$ cat src/rtl/endat_slave_emu.sv
// EnDat slave emulator: answers mode 000111 with start bit, F1, LSB-first position and inverted CRC-5.
// Optional macro ENDAT_ALARM_EN adds an 'alarm' input that supplies F1 (otherwise F1 is 0).
module endat_slave_emu #(
   parameter int POS_BITS = 21,
   parameter int CAL_CLKS = 2,
   parameter int TM_CYC   = 2000
) (
   input  logic                clk,
   input  logic                rst,
   input  logic                endat_clk,
   input  logic                endat_din,
   input  logic [POS_BITS-1:0] position,
   input  logic                pos_valid,
`ifdef ENDAT_ALARM_EN
   input  logic                alarm,
`endif
   output logic                endat_dout,
   output logic                endat_doe,
   output logic                busy,
   output logic                mode_err,
   output logic                frame_done,
   output logic [15:0]         frame_cnt
);

   localparam int         TW       = $clog2(TM_CYC + 1);
   localparam int         CNT_MAX  = ((POS_BITS > CAL_CLKS) ? POS_BITS : CAL_CLKS) + 8;
   localparam int         CW       = $clog2(CNT_MAX);
   localparam logic [5:0] MODE_POS = 6'b000111;

   typedef enum logic [3:0] {
      IDLE  = 4'd0,
      DLY   = 4'd1,
      MODE  = 4'd2,
      CALC  = 4'd3,
      STRT  = 4'd4,
      ALM   = 4'd5,
      POS   = 4'd6,
      CRC   = 4'd7,
      RECOV = 4'd8
   } state_t;

   // One serial step of x^5+x^3+x^2+x+1, message bits entering MSB-side.
   function automatic logic [4:0] crc5_step(input logic [4:0] crc, input logic bit_in);
      logic fb;
      fb = crc[4] ^ bit_in;
      return {crc[3:0], 1'b0} ^ (fb ? 5'b01111 : 5'b00000);
   endfunction

   logic                ck_s1_q, ck_s2_q, ck_d1_q;
   logic                din_s1_q, din_s2_q;
   logic                rise_s, fall_s, edge_s, tmo_hit_s, f1_s;
   logic [POS_BITS-1:0] pos_load_s;

   state_t              state_q, state_d;
   logic [TW-1:0]       tmo_q, tmo_d;
   logic                armed_q, armed_d;
   logic [CW-1:0]       cnt_q, cnt_d;
   logic [5:0]          mode_q, mode_d;
   logic [POS_BITS-1:0] hold_q, hold_d;
   logic [POS_BITS-1:0] shift_q, shift_d;
   logic [4:0]          crc_q, crc_d;
   logic                dout_q, dout_d;
   logic                doe_q, doe_d;
   logic                busy_q, busy_d;
   logic                mode_err_q, mode_err_d;
   logic                frame_done_q, frame_done_d;
   logic [15:0]         frame_cnt_q, frame_cnt_d;
`ifdef ENDAT_ALARM_EN
   logic                alarm_q, alarm_d;
`endif

   assign rise_s     = ck_s2_q & ~ck_d1_q;
   assign fall_s     = ~ck_s2_q & ck_d1_q;
   assign edge_s     = rise_s | fall_s;
   assign tmo_hit_s  = (tmo_q == TW'(TM_CYC)) & ~edge_s;
   assign pos_load_s = pos_valid ? position : hold_q;
`ifdef ENDAT_ALARM_EN
   assign f1_s       = alarm_q;
`else
   assign f1_s       = 1'b0;
`endif

   always_comb begin
      state_d      = state_q;
      armed_d      = armed_q;
      cnt_d        = cnt_q;
      mode_d       = mode_q;
      shift_d      = shift_q;
      crc_d        = crc_q;
      dout_d       = dout_q;
      doe_d        = doe_q;
      mode_err_d   = 1'b0;
      frame_done_d = 1'b0;
      frame_cnt_d  = frame_cnt_q;
      hold_d       = pos_valid ? position : hold_q;
`ifdef ENDAT_ALARM_EN
      alarm_d      = alarm_q;
`endif
      if (edge_s) begin
         tmo_d = '0;
      end else if (ck_s2_q && (tmo_q != TW'(TM_CYC))) begin
         tmo_d = tmo_q + TW'(1);
      end else begin
         tmo_d = tmo_q;
      end

      // A long clock-high period always wins: it ends or aborts any frame and arms IDLE.
      if (tmo_hit_s) begin
         state_d = IDLE;
         armed_d = 1'b1;
         doe_d   = 1'b0;
         dout_d  = 1'b0;
      end else begin
         case (state_q)
            IDLE: begin
               doe_d  = 1'b0;
               dout_d = 1'b0;
               if (fall_s && armed_q) begin
                  state_d = DLY;
                  armed_d = 1'b0;
               end else begin
                  state_d = IDLE;
               end
            end
            DLY: begin
               if (fall_s) begin
                  state_d = MODE;
                  cnt_d   = '0;
               end else begin
                  state_d = DLY;
               end
            end
            MODE: begin
               if (fall_s) begin
                  mode_d = {mode_q[4:0], din_s2_q};
                  cnt_d  = cnt_q + CW'(1);
                  if (cnt_q == CW'(5)) begin
                     cnt_d  = '0;
                     dout_d = 1'b0;
                     if ({mode_q[4:0], din_s2_q} == MODE_POS) begin
                        state_d = CALC;
                        doe_d   = 1'b1;
                        shift_d = pos_load_s;
                        crc_d   = 5'b11111;
`ifdef ENDAT_ALARM_EN
                        alarm_d = alarm;
`endif
                     end else begin
                        state_d    = RECOV;
                        doe_d      = 1'b0;
                        mode_err_d = 1'b1;
                     end
                  end else begin
                     state_d = MODE;
                  end
               end else begin
                  state_d = MODE;
               end
            end
            CALC: begin
               if (rise_s) begin
                  if (cnt_q == CW'(CAL_CLKS)) begin
                     state_d = STRT;
                     dout_d  = 1'b1;
                  end else begin
                     cnt_d = cnt_q + CW'(1);
                  end
               end else begin
                  state_d = CALC;
               end
            end
            STRT: begin
               if (rise_s) begin
                  state_d = ALM;
                  dout_d  = f1_s;
                  crc_d   = crc5_step(crc_q, f1_s);
               end else begin
                  state_d = STRT;
               end
            end
            ALM: begin
               if (rise_s) begin
                  state_d = POS;
                  dout_d  = shift_q[0];
                  crc_d   = crc5_step(crc_q, shift_q[0]);
                  shift_d = shift_q >> 1;
                  cnt_d   = CW'(1);
               end else begin
                  state_d = ALM;
               end
            end
            POS: begin
               if (rise_s) begin
                  if (cnt_q == CW'(POS_BITS)) begin
                     state_d = CRC;
                     dout_d  = ~crc_q[4];
                     crc_d   = {crc_q[3:0], 1'b0};
                     cnt_d   = CW'(1);
                  end else begin
                     dout_d  = shift_q[0];
                     crc_d   = crc5_step(crc_q, shift_q[0]);
                     shift_d = shift_q >> 1;
                     cnt_d   = cnt_q + CW'(1);
                  end
               end else begin
                  state_d = POS;
               end
            end
            CRC: begin
               if (rise_s) begin
                  dout_d = ~crc_q[4];
                  crc_d  = {crc_q[3:0], 1'b0};
                  cnt_d  = cnt_q + CW'(1);
                  if (cnt_q == CW'(4)) begin
                     state_d      = RECOV;
                     frame_done_d = 1'b1;
                     frame_cnt_d  = frame_cnt_q + 16'd1;
                  end else begin
                     state_d = CRC;
                  end
               end else begin
                  state_d = CRC;
               end
            end
            RECOV: begin
               // Last CRC bit stays on the line until the master's next rising edge.
               if (rise_s) begin
                  dout_d = 1'b0;
               end else begin
                  dout_d = dout_q;
               end
            end
            default: begin
               state_d = IDLE;
               doe_d   = 1'b0;
               dout_d  = 1'b0;
            end
         endcase
      end
      busy_d = (state_d != IDLE);
   end

   always_ff @(posedge clk) begin
      if (rst) begin
         ck_s1_q      <= 1'b1;
         ck_s2_q      <= 1'b1;
         ck_d1_q      <= 1'b1;
         din_s1_q     <= 1'b0;
         din_s2_q     <= 1'b0;
         state_q      <= IDLE;
         tmo_q        <= '0;
         armed_q      <= 1'b0;
         cnt_q        <= '0;
         mode_q       <= 6'b000000;
         hold_q       <= '0;
         shift_q      <= '0;
         crc_q        <= 5'b11111;
         dout_q       <= 1'b0;
         doe_q        <= 1'b0;
         busy_q       <= 1'b0;
         mode_err_q   <= 1'b0;
         frame_done_q <= 1'b0;
         frame_cnt_q  <= 16'd0;
`ifdef ENDAT_ALARM_EN
         alarm_q      <= 1'b0;
`endif
      end else begin
         ck_s1_q      <= endat_clk;
         ck_s2_q      <= ck_s1_q;
         ck_d1_q      <= ck_s2_q;
         din_s1_q     <= endat_din;
         din_s2_q     <= din_s1_q;
         state_q      <= state_d;
         tmo_q        <= tmo_d;
         armed_q      <= armed_d;
         cnt_q        <= cnt_d;
         mode_q       <= mode_d;
         hold_q       <= hold_d;
         shift_q      <= shift_d;
         crc_q        <= crc_d;
         dout_q       <= dout_d;
         doe_q        <= doe_d;
         busy_q       <= busy_d;
         mode_err_q   <= mode_err_d;
         frame_done_q <= frame_done_d;
         frame_cnt_q  <= frame_cnt_d;
`ifdef ENDAT_ALARM_EN
         alarm_q      <= alarm_d;
`endif
      end
   end

   assign endat_dout = dout_q;
   assign endat_doe  = doe_q;
   assign busy       = busy_q;
   assign mode_err   = mode_err_q;
   assign frame_done = frame_done_q;
   assign frame_cnt  = frame_cnt_q;

endmodule

$ cat config.mk
export PLATFORM = sky130hd
export DESIGN_NAME = endat_slave_emu
export DESIGN_NICKNAME = d
export VERILOG_FILES = /design/src/rtl/endat_slave_emu.sv
export SDC_FILE = /design/constraint.sdc
export NUM_CORES = 1
export LEC_CHECK = 0
export CAP_MARGIN = 20
export CORE_MARGIN = 8
export CORE_UTILIZATION = 37
export CTS_CLUSTER_SIZE = 12
export DETAILED_ROUTE_END_ITERATION = 10
export GPL_ROUTABILITY_DRIVEN = 0
export PLACE_DENSITY = 0.66
export SKIP_CTS_REPAIR_TIMING = 1
export SYNTH_ARGS = -nofsm -noshare
export SYNTH_HDL_FRONTEND = slang
export SYNTH_SLANG_ARGS = --single-unit
$ cat constraint.sdc
create_clock -name clk -period 2 [get_ports clk]
set_input_delay 0.3 -clock clk [delete_from_list [all_inputs] [get_ports clk]]
set_output_delay 0.3 -clock clk [all_outputs]
set_load 0.02 [all_outputs]
==> results of run 1 <==
## final timing paths
| check | end | slack (ps) | depth (start not counted) |
|---|---|---|---|
| max reg2reg | shift_q[3] | 30 | 8 |
| min reg2reg | ck_s2_q | 420 | 1 |
| min | ck_d1_q | 360 | 3 |
| max | shift_q[3] | 30 | 8 |
## metrics by stage
| step | area (µm²) | util (%) |
|---|---|---|
| after global placement | 5720 | 45.3 |
| final | 6470 | 51.3 |
| after global routing | 6470 | 51.3 |
| after floorplan | 4800 | - |
| after detailed placement | 5720 | 45.3 |
| after CTS | 6020 | 47.7 |
## registers in the layout (all words and copies together) (netlist names), 4 cells and up
register   count
mode_q         5
shift_q       21
cnt_q          5
crc_q          5
frame_cnt     16
state_q        4
tmo_q         11
hold_q        21
## cells by family (layout without fill, tap and decap cells)
| family | Yosys count | count (layout) | share of synthesized area, % |
|---|---|---|---|
| buf+inv | 51 | 140 | 4.55 |
| flops | 99 | 99 | 41.4 |
| compound gates | 117 | 117 | 16.5 |
| mux | 26 | 26 | 5.43 |
| fa+ha+maj | 9 | 9 | 2.35 |
| simple gates | 236 | 236 | 25.8 |
| xor+xnor | 22 | 22 | 4.02 |
## metal layers
metal / wire length [µm] / vias up
li1: - / 2151
met1: 5810 / 2114
met2: 5990 / 118
met3: 807 / 11
met4: 126 / 0
met5: 0 / -
## synthesized netlist by cell type (11+ instances only)
| library cell | number | area [µm²] |
|---|---|---|
| dfxtp_1 | 99 | 1980 |
| clkbuf_1 | 28 | 105 |
| nand3_1 | 20 | 100 |
| mux2i_1 | 26 | 260 |
| inv_1 | 13 | 48.8 |
| xnor2_1 | 12 | 105 |
| nand2b_1 | 26 | 163 |
| o21ai_0 | 11 | 55.1 |
| a21oi_1 | 43 | 215 |
| nand2_1 | 46 | 173 |
| nor2_1 | 66 | 248 |
| o211ai_1 | 22 | 165 |
| nor3_1 | 18 | 90.1 |
## cell type report
type	instances	area [µm²]	share of cell area (%)
Sequential cell	99	2000	30.9
Clock inverter	5	52.6	0.812
Timing Repair Buffer	111	1040	16.1
Tap cell	172	215	3.33
Clock buffer	11	243	3.75
Multi-Input combinational cell	410	2860	44.2
Inverter	13	51.3	0.793
## power groups by stage
stage               registers, mW  logic [mW]  clock network [mW]
floorplan                    2.06       0.121                   0
global placement             2.06       0.212                   0
detailed placement           2.06       0.218                   0
CTS                          2.02       0.219                1.76
global route                 2.02       0.247                1.84
finish                       2.02       0.225                1.73
## critical path: stages (launching register included)
cell and delay (ps):
dfxtp_2 380, ha_4 140, and4bb_2 290, a41oi_4 160, a2111oi_4 340, buf_4 220
clkbuf_16 150, nand2b_4 110, a21oi_1 50
==> run summary, run 1 <==
The run finished with clean final reports. Hold is met by ~360 ps. The H-tree depth reported by CTS came out at 3.

The maximum fanout along the worst path came out at 6. The post-synthesis instance area is 4790 µm². The iteration-0 DRC count of the detailed router is 388. The number of sinks on the clock net came out at a little under 100. The clock latency on the worst-skew pair came out at 350 ps. The antenna diode instance count is 0. The maximum operating frequency came out at between 500 and 600 MHz. Cell internal power was estimated by the tool at 3.11 mW. The number of antenna violations at the first check in global routing came to 0. The type of origin of the critical path is a register.

The net count of the finished layout is between 600 and 700. The via count of the first global-routing pass came out at 4238. Setup repair after global routing could not meet its margin everywhere. The sequential element share of the synthesized area is 41.4%. The final critical-path setup slack is 33.6 ps. The element type at the critical path end is a register. Counting the buffers created by CTS gives 9. The number of synthesized register bits is 99. Detailed routing inserted a total of 4394 vias. The overall die height is 130 µm.

The site row count is 41. The number of synthesis warnings came out at 0. The final cell count without fillers came out at 821. After layout, the design draws a total of slightly below 4 mW. The time the final worst path needs with I/O delays and setup is 1970 ps. The tightest slew margin relative to the limit came out at 63.5%. The cell at the root of the clock tree is clkbuf_16.

The part of the cycle the worst path needs came out at 98.3%. For this design the top-level I/O count stands at 47. The count of antenna-violating nets left after detailed routing is 0. The number of flops mapped to enable cells by yosys is 0. The primary flip-flop cell chosen by synthesis mapping is dfxtp_1. The clock transition at the registers of the reported paths is 70 ps. The largest net degree at the start of global routing is 51. The net switching power of the design is 0.855 mW. Once the floorplan was initialized, standard cells occupied 38.0% of the core. Global routing consumed, on the met1 layer, 18.0% of the routing resources. The clock power share is 43.5%. For the pin with the worst max-slew slack, the measured transition is 544 ps.

The max capacitance violation total is 0. The combinational power share came out at 5.7%. The setup slack at placement came out at -85.7 ps. The die is approximately 130 µm wide. The number of failing hold endpoints at the final stage came out at 0.

The maximum VDD drop came out at 546 µV. The setup TNS after final layout is 0 ps. The aggregate global-route resource usage is 14.5%.

The global-route congestion overflow total came out at 0. For this run, the detailed router's first-pass iteration total came to 5. The area of the die came out at 16800 µm². The startpoint identified for the worst register-to-register timing path is cnt_q[0].

The launch instance of the worst min-delay path is rst. The routed via count divided by cell count is 5.35. The library cell used most frequently in the layout, excluding fill and tap cells, is dfxtp_1. The worst clock skew on the final layout came out at 8.17 ps.

For met3 alone, demand over resource in global routing was 5.18%. The maximum clock insertion buffer count is 2. The ratio of total power to cell area came out at approximately 600 nW/µm².

The number of cells produced by synthesis came out at 560. The worst path required time is about 2200 ps. The total instance count after detailed placement came out at 791.

Of the cells placed in the final design, the portion with a size suffix greater than 1 is ~22%. The area of the core region is roughly 13000 µm². The critical path starts at cnt_q[0]. The first global-routing pass estimated 19900 µm of wire. The HPWL after detailed placement is 8490 µm. During placement, the flow inserted port buffers numbering 46. The top cell types in the final layout, fill and taps aside, are dfxtp_1, nor2_1, buf_4. TritonCTS built the clock tree.

met2 is the most crowded layer. The share of total power in sequential cells came out at 50.8%. In the final routed layout, each cell accounts on average for 15.5 µm.

The static leakage is 2.42 nW. The fraction of synthesis flops using an asynchronous set or reset pin came out at 0%. Setup violations remaining at the end of the flow were counted as 0. In this run, distinct cell masters in the synthesized netlist total between 50 and 60. The total detailed-routing wirelength came out at 12700 µm. The synthesis-to-layout area growth is 35.1%.

The number of remaining DRC errors came out at 0. The critical path in this run is classified as register to register. Net switching is 21.6% of the power.

Data arrives at the worst endpoint at 2190 ps. The number of pins with negative max-slew slack in the final report came out at 0. The number of fill cells in the layout came out at around 1200.

The net count of the mapped netlist is 595. The path type of the worst min-delay path is input pin to register. The average instance in the mapped netlist occupies around 8.6 µm². The global-route met2 utilization came out at around a quarter.
Note: power is estimated with default switching activity, not from simulation.
==> run 2: changes to the inputs <==
Settings changed: SLEW_MARGIN set to 20.
==> results of run 2 <==
No change in the layout: final DEF, timing and power equal those of run 1.
==> patch, RTL diff (config.mk and constraints of run 2) <==
Build with the macro `ENDAT_ALARM_EN` defined.
--- a/src/rtl/endat_slave_emu.sv
+++ b/src/rtl/endat_slave_emu.sv
@@ -1,5 +1,7 @@
 // EnDat slave emulator: answers mode 000111 with start bit, F1, LSB-first position and inverted CRC-5.
 // Optional macro ENDAT_ALARM_EN adds an 'alarm' input that supplies F1 (otherwise F1 is 0).
+`define ENDAT_ALARM_EN
+
 module endat_slave_emu #(
    parameter int POS_BITS = 21,
    parameter int CAL_CLKS = 2,
Ports: changed (added alarm); port bits go from 47 to 48. The function was not compared with the original's and may differ.
==> patch against run 2 <==
Worst setup slack improved by 0.033 ns. Largest power group unchanged. Area after synthesis is 1.5% higher. Fmax up 1.7%. Via count shrank 3.3%. Clock skew rose by 0.0048 ns. Worst hold slack improved by 0.056 ns. Total power grew 3.0%. Highest routed layer unchanged. Routed wire length fell by 8.6%. Sequential cell count is 1 higher. Final area down 5.4%.
==> patch: results (changes against run 2) <==
Run status
  – Status: complete, no violations

Setup path
  – Crit-path leading delay family: simple AND/OR/NAND/NOR gates
  – Slack of the worst reg-to-reg path: 0.07 ns (+0.03 ns)
  – Cell depth of the worst flop-to-flop path: 7 (-1)
  – Stage delay of the slowest cell on the critical path: 0.48 ns (+0.10 ns)
  – Crit path max-delay cell type: or4b_4
  – CP arrival: 2.16 ns (-0.03 ns)

Synthesis
  – Share of the synthesized netlist area taken by xor and xnor gates: 0.0505 (+0.0102)
  – Unique cell type count in the Yosys netlist: 67 (+16%)
  – Most numerous cell types in the synthesized netlist: dfxtp_1, nor2_1, nand2_1
  – Synthesized-area fraction occupied by ao, oa, aoi and oai cells: 0.175 (+0.00999)
  – Synth Area in Adders: 0.0232 (-0.000339)
  – Seq/Total Area, Yosys: 0.412 (-0.00185)

Global route
  – Met1 GRT Util: 0.173 (-0.00678)
  – Met2 Track Usage GR: 0.226 (-0.0115)
  – Via count of the first global-routing pass: 4052 (-4.4%)
  – Largest net degree at the start of global routing: 79 (+55%)
  – Global-route track usage on met3: 0.0313 (-0.0206)
  – Overall Global Routing Usage: 0.140 (-0.00519)

Power and ir drop
  – Worst IR drop on VDD: 0.398 mV (-27%)
  – Leakage Power: 2.34 nW (-3.5%)
  – Clock network power: 0.00183 W (+6%)

STA
  – Worst Clk Skew: 0.0130 ns (+0.00481 ns)
  – Worst slew margin: 0.698 (+0.0624)
  – Final-layout worst hold slack: 0.412 ns (+0.0561 ns)

Route
  – First DRT Iteration DRCs: 382 (-1.5%)
  – Routed met3 length: 634 um (-21%)
  – WL/cell: 14.8 um (-4.7%)
  – Routed length on met2: 5.48 mm (-8.5%)
  – Routed met1 length: 5.20 mm (-10%)

Hold path
  – Start point of the worst min-delay path: ck_s1_q
  – Path class of the lowest-slack min-delay path: flip-flop to flip-flop
  – End point of the worst hold path: ck_s2_q

Placement
  – Port buffer count: 47 (+2.2%)
  – Detailed placement HPWL: 8.09 mm (-4.8%)

Layout
  – Post-layout net count: 642 (-5.4%)
## patch: cell count changes in the layout (fill, tap and decap cells not counted), sizes merged, moves of 6 or more
cell,run 2,this run
buf,63,34
o21ai,11,27
o211ai,22,2
inv,13,23
nand2b,26,1
nor4,2,8
nor3,19,9
o2111ai,1,20
## patch: final cells by class
type / instances / area, um2
fill: 1284 / 6910
timing repair buffer: 81 / 801
tap: 176 / 220
multi-input combinational: 393 / 2690
clock inverter: 6 / 82.6
inverter: 21 / 78.8
clock buffer: 10 / 239
sequential: 100 / 2010
## patch: metrics by stage
step	worst slack, ns	std cells	utilization	setup TNS [ns]
3_3_place_gp	0.104	768	0.433	0
4_1_cts	-0.00439	784	0.458	-0.00439
2_1_floorplan	0.0611	553	-	0
6_report	0.0670	787	0.469	0
5_1_grt	0.00127	787	0.469	0
3_5_place_dp	0.0145	768	0.433	0
## patch: logic make-up after synthesis
logic type / count (synthesis)
simple gates: 205
fa+ha+maj: 9
compound gates: 123
xor+xnor: 28
buf+inv: 60
mux: 28
flops: 100
